## config.mk

```make
export PLATFORM = sky130hd
export DESIGN_NAME = alu_issue_flat
export DESIGN_NICKNAME = d
export VERILOG_FILES = /design/src/rtl/alu_issue_if.sv /design/src/rtl/alu_issue.sv /design/src/flat_wrapper.sv
export SDC_FILE = /design/constraint.sdc
export NUM_CORES = 2
export LEC_CHECK = 0
export CAP_MARGIN = 20
export CELL_PAD_IN_SITES_DETAIL_PLACEMENT = 1
export CELL_PAD_IN_SITES_GLOBAL_PLACEMENT = 1
export CORE_UTILIZATION = 50
export DETAILED_ROUTE_END_ITERATION = 10
export DONT_BUFFER_PORTS = 1
export PLACE_DENSITY_LB_ADDON = 0.1
export SLEW_MARGIN = 20
export SYNTH_ARGS = -nofsm -noshare
export SYNTH_HDL_FRONTEND = slang
export SYNTH_SLANG_ARGS = --single-unit
```

## constraint.sdc

```tcl
create_clock -name clk -period 5.75 [get_ports clk]
set_input_delay 1.725 -clock clk [delete_from_list [all_inputs] [get_ports clk]]
set_output_delay 1.725 -clock clk [all_outputs]
set_load 0.02 [all_outputs]
```

## src/rtl/alu_issue_if.sv

```systemverilog
// rtl/alu_issue_if.sv - issue-stage handshake, output and writeback bundle
interface alu_issue_if;
  logic        in_valid;
  logic        in_ready;
  logic [31:0] in_instr;
  logic        out_valid;
  logic        out_ready;
  logic [31:0] out_a;
  logic [31:0] out_b;
  logic [5:0]  out_fn;
  logic [4:0]  out_rc;
  logic        wb_en;
  logic [4:0]  wb_rc;
  logic [31:0] wb_data;
  logic        illegal;

  modport slave (
    input  in_valid, in_instr, out_ready, wb_en, wb_rc, wb_data,
    output in_ready, out_valid, out_a, out_b, out_fn, out_rc, illegal
  );

  modport master (
    output in_valid, in_instr, out_ready, wb_en, wb_rc, wb_data,
    input  in_ready, out_valid, out_a, out_b, out_fn, out_rc, illegal
  );
endinterface

```

## src/rtl/alu_issue.sv

```systemverilog
// rtl/alu_issue.sv - decode/issue stage with register file, scoreboard and bypass
module alu_issue (
  input logic       clk,
  input logic       rst_n,
  alu_issue_if.slave bus
);

  logic [31:0] regs [0:30];
  logic [30:0] pending;

  logic [5:0]  op;
  logic [4:0]  rc, ra, rb;
  logic        legal, is_const;
  logic [5:0]  fn;
  logic [31:0] opa, opb;
  logic [31:0] clr_mask, set_mask, live;
  logic        hazard, fire, issue;

  assign op = bus.in_instr[31:26];
  assign rc = bus.in_instr[25:21];
  assign ra = bus.in_instr[20:16];
  assign rb = bus.in_instr[15:11];
  assign is_const = op[4];

  // Opcode decode: low nibble selects the function, 0x2x register form, 0x3x constant form
  always_comb begin
    legal = op[5];
    fn    = 6'b000000;
    case (op[3:0])
      4'h0: fn = 6'b010000;
      4'h1: fn = 6'b010001;
      4'h4: fn = 6'b000011;
      4'h5: fn = 6'b000101;
      4'h6: fn = 6'b000111;
      4'h8: fn = 6'b101000;
      4'h9: fn = 6'b101100;
      4'hA: fn = 6'b100000;
      4'hC: fn = 6'b110000;
      4'hD: fn = 6'b110001;
      4'hE: fn = 6'b110011;
      default: legal = 1'b0;
    endcase
  end

  // Operand read: R31 is zero, a same-cycle writeback is forwarded ahead of the file
  always_comb begin
    opa = 32'd0;
    opb = {{16{bus.in_instr[15]}}, bus.in_instr[15:0]};
    if (ra != 5'd31) begin
      if (bus.wb_en && bus.wb_rc == ra) opa = bus.wb_data;
      else                              opa = regs[ra];
    end
    if (!is_const) begin
      if (rb == 5'd31)                          opb = 32'd0;
      else if (bus.wb_en && bus.wb_rc == rb)    opb = bus.wb_data;
      else                                      opb = regs[rb];
    end
  end

  // Scoreboard view with this cycle's writeback already cleared; bit 31 is never pending
  always_comb begin
    clr_mask = 32'd0;
    if (bus.wb_en && bus.wb_rc != 5'd31) clr_mask = 32'd1 << bus.wb_rc;
    live   = {1'b0, pending} & ~clr_mask;
    hazard = live[ra] | (!is_const & live[rb]) | live[rc];
  end

  // Illegal words bypass the hazard check: they are dropped without touching state
  assign bus.in_ready = (!bus.out_valid | bus.out_ready) & (!legal | !hazard);
  assign fire  = bus.in_valid & bus.in_ready;
  assign issue = fire & legal;

  // Pending bit for the new destination; a same-cycle set overrides the clear
  always_comb begin
    set_mask = 32'd0;
    if (issue && rc != 5'd31) set_mask = 32'd1 << rc;
  end

  // Output register: load on issue, drop when consumed, otherwise hold
  always_ff @(posedge clk or negedge rst_n) begin
    if (!rst_n) begin
      bus.out_valid <= 1'b0;
      bus.out_a     <= 32'd0;
      bus.out_b     <= 32'd0;
      bus.out_fn    <= 6'd0;
      bus.out_rc    <= 5'd0;
      bus.illegal   <= 1'b0;
    end else begin
      bus.illegal <= fire & !legal;
      if (issue) begin
        bus.out_valid <= 1'b1;
        bus.out_a     <= opa;
        bus.out_b     <= opb;
        bus.out_fn    <= fn;
        bus.out_rc    <= rc;
      end else if (bus.out_ready) begin
        bus.out_valid <= 1'b0;
      end
    end
  end

  // Scoreboard update
  always_ff @(posedge clk or negedge rst_n) begin
    if (!rst_n) pending <= 31'd0;
    else        pending <= (pending & ~clr_mask[30:0]) | set_mask[30:0];
  end

  // Register file writeback; writes to R31 are discarded
  always_ff @(posedge clk or negedge rst_n) begin
    if (!rst_n) begin
      for (int i = 0; i < 31; i++) regs[i] <= 32'd0;
    end else if (bus.wb_en && bus.wb_rc != 5'd31) begin
      regs[bus.wb_rc] <= bus.wb_data;
    end
  end

endmodule

```

## src/flat_wrapper.sv

```systemverilog
// flat-port wrapper written by rule: the top's interface ports become plain ports
module alu_issue_flat 
  (clk, rst_n, bus_in_valid, bus_in_instr, bus_out_ready, bus_wb_en, bus_wb_rc, bus_wb_data, bus_in_ready, bus_out_valid, bus_out_a, bus_out_b, bus_out_fn, bus_out_rc, bus_illegal);
  alu_issue_if bus_i ();
  input logic clk;
  input logic rst_n;
  input wire logic [$bits(bus_i.in_valid)-1:0] bus_in_valid;
  input wire logic [$bits(bus_i.in_instr)-1:0] bus_in_instr;
  input wire logic [$bits(bus_i.out_ready)-1:0] bus_out_ready;
  input wire logic [$bits(bus_i.wb_en)-1:0] bus_wb_en;
  input wire logic [$bits(bus_i.wb_rc)-1:0] bus_wb_rc;
  input wire logic [$bits(bus_i.wb_data)-1:0] bus_wb_data;
  output wire logic [$bits(bus_i.in_ready)-1:0] bus_in_ready;
  output wire logic [$bits(bus_i.out_valid)-1:0] bus_out_valid;
  output wire logic [$bits(bus_i.out_a)-1:0] bus_out_a;
  output wire logic [$bits(bus_i.out_b)-1:0] bus_out_b;
  output wire logic [$bits(bus_i.out_fn)-1:0] bus_out_fn;
  output wire logic [$bits(bus_i.out_rc)-1:0] bus_out_rc;
  output wire logic [$bits(bus_i.illegal)-1:0] bus_illegal;
  assign bus_i.in_valid = bus_in_valid;
  assign bus_i.in_instr = bus_in_instr;
  assign bus_i.out_ready = bus_out_ready;
  assign bus_i.wb_en = bus_wb_en;
  assign bus_i.wb_rc = bus_wb_rc;
  assign bus_i.wb_data = bus_wb_data;
  assign bus_in_ready = bus_i.in_ready;
  assign bus_out_valid = bus_i.out_valid;
  assign bus_out_a = bus_i.out_a;
  assign bus_out_b = bus_i.out_b;
  assign bus_out_fn = bus_i.out_fn;
  assign bus_out_rc = bus_i.out_rc;
  assign bus_illegal = bus_i.illegal;
  alu_issue u_core (.clk(clk), .rst_n(rst_n), .bus(bus_i));
endmodule
```

==> results.tsv <==
metric	value	unit
synth-async-reset-ratio	1.00	
cts_max_path_buffers	3	
synthDistinctLibCells	68	
tightest_slew	1.92	ns
synth.largest_area_cell	dfrtp_1	
synth-edff-count	0	
worst_setup_path_start_kind	input pin	
fin_crit	6.23	ns
wl	191000	µm
tritoncts	yes	
post_cts_buffers	0	
cp.arrival	4.50	ns
worst_slack	-0.478	ns
drt_iter0_markers	2846	
via_per_inst	6.94	
postRouteAntennaNets	0	
synth_top_cells_by_count	1,100 x dfrtp_1, 1,051 x mux2_2, 577 x mux4_2	
maxSlewViolCount	127	
hold_end	u_core.regs[750]	
power_density	363	mW/mm²
hold_depth	1	
power	0.0234	W
die_h	345	µm
grt_pass1_vias	40400	
syn-num-nets	3967	
antenna_found_initial	2	
finalCritPeriodShare	1.08	
status	complete, but fails checks	
fin_hold_ws	0.523	ns
hold_path_class	reg -> reg	
grt.overflow.total	0	
synthFlopType	dfrtp_1	
cp_max_fo	270	
relSlewSlack	-0.279	
cp-end-kind	primary output	
initial_core_util	0.505	
vias	36900	
pin_count	152	
gp_congestion	0.840	
clock-sinks	1100	
critPathKind	in -> out	
regArea	0.0275	mm²
htreeDepth	3	
dp_hpwl	101000	µm
grt_usage	0.328	
yosysSeqAreaShare	0.467	
clkLatencyLatePin	0.73	ns
clk_pin_slew_worst_paths	0.06	ns
syn_area	0.0589	mm²
finalHoldViolCount	0	
grt_pass1_wl	286000	µm
synth_top_area_frac	0.467	
required	4.03	ns
r2r_end	u_core.bus.out_b[19]	
setup_viol	1	
grt_max_degree	1101	
drcViolationCount	0	
cts_made_buffers	120	
avgSynthCellArea	15.1	µm²
failed_checks	slew limit, setup timing	
synthCells	3893	
syn2layout_area_growth	9.59	%
peakVddDrop	243	µV
dieArea	0.119	mm²
synth_warnings	0	
ys_seq_elements	1100	
fin_nets	3764	
synth_most_common_cell	dfrtp_1	
leakagePower	27.4	nW
port_buffers	0	
coreArea	0.117	mm²
regToRegSetupSlack	2.49	ns
multi_input_area	0.0299	mm²
die_w	345	µm
cap_violations	0	
row_count	125	
hp-start	u_core.regs[750]	
drive_gt1_frac	0.521	
cts-root-buf	clkbuf_16	
worst_r2r_path_depth	9	
wl_per_cell	36.1	µm
final.setup_skew	0.0219	ns
fillers	10500	
fmax	161	MHz
r2r_start	u_core.pending[28]	
drt-pass1-iter-count	5	
rsz0062_at_grt	no	
synthTopCellsByArea	dfrtp_1 47%, mux4_2 22%, mux2_2 20%	
-- report_power, final --
group / switching [W] / total [W] / internal (W)
logic: 0.00148 / 0.00435 / 0.00287
clock network: 0.00331 / 0.00824 / 0.00494
registers: 0.00149 / 0.0108 / 0.00934
total: 0.00628 / 0.0234 / 0.0171
-- sequential cells by signal, indices dropped and copies added, names as in the netlist --
signal / count
u_core.bus.out_valid: 1
u_core.pending: 31
u_core.bus.out_b: 32
u_core.bus.out_fn: 6
u_core.bus.illegal: 1
u_core.bus.out_a: 32
u_core.regs: 992
u_core.bus.out_rc: 5
-- routing by layer --
metal | vias up | global-route usage | wire (µm)
met1 | 20600 | 0.464 | 81800
li1 | 14700 | - | -
met2 | 1255 | 0.515 | 91300
met5 | - | 0 | 0
met4 | 0 | 0.112 | 6840
met3 | 364 | 0.0591 | 11500
-- critical path, cell delays in order --
cell       delay, ns
nand2b_1        0.62
o311ai_0        0.21
nor4_1          0.24
o22ai_1         0.24
a2111oi_4       0.31
o21a_2          0.26
-- area by class of cell --
type	instances	area share
Antenna cell	2	0.0000776
Clock buffer	166	0.0542
Multi-Input combinational cell	2354	0.464
Clock inverter	51	0.0109
Inverter	24	0.00143
Tap cell	1524	0.0295
Sequential cell	1100	0.427
Timing Repair Buffer	90	0.0135
-- what timing repair did --
action / in CTS / in global routing
setup endpoints to repair: 1 / 1
resized for setup: 3 / 4
pin swaps: 0 / 0
hold buffers: 0 / 0
-- metrics by stage --
stage | area (µm²) | util | setup TNS (ns) | std cells | worst slack, ns
after floorplan | 58900 | - | 0 | 3893 | 0.317
after global placement | 60100 | 0.516 | -0.0776 | 5085 | -0.0776
after detailed placement | 60100 | 0.516 | -0.113 | 5085 | -0.113
after CTS | 64300 | 0.552 | 0 | 5302 | 0.00365
after global routing | 64500 | 0.554 | 0 | 5309 | 0.00221
final | 64500 | 0.554 | -0.478 | 5311 | -0.478
-- logic make-up (layout without fill, tap and decap cells) --
group,Yosys count,in the layout,share of synthesized area
buffers and inverters,439,331,0.0286
and+or+nand+nor,267,267,0.0216
muxes,1777,1777,0.447
xor gates and xnor gates,12,12,0.00178
DFF,1100,1100,0.467
other,0,2,0
AOI/OAI and AO/OA,298,298,0.0335
-- placed cells by master, fill, tap and decap left out, types with 28 or more instances in the layout --
cell type	instances
clkbuf_16	122
clkbuf_8	28
o211ai_1	40
o21ai_0	93
mux2i_1	149
mux2_2	1051
mux4_2	577
nor2_1	48
buf_4	78
o31ai_1	33
nand2_1	106
dfrtp_1	1100
a211oi_1	32
clkinv_2	29
a21oi_1	32
-- worst max-delay path by stage --
| stage | startpoint | endpoint | cells past startpoint |
|---|---|---|---|
| 6_report | bus_in_instr[12] | bus_in_ready | 6 |
| 3_3_place_gp | bus_wb_rc[1] | bus_in_ready | 7 |
| 2_1_floorplan | bus_wb_rc[1] | bus_in_ready | 8 |
| 4_1_cts | bus_wb_rc[0] | bus_in_ready | 8 |
| 5_1_grt | bus_wb_rc[0] | bus_in_ready | 8 |
| 3_5_place_dp | bus_wb_rc[1] | bus_in_ready | 7 |
Power figures use the tool's default switching activity.
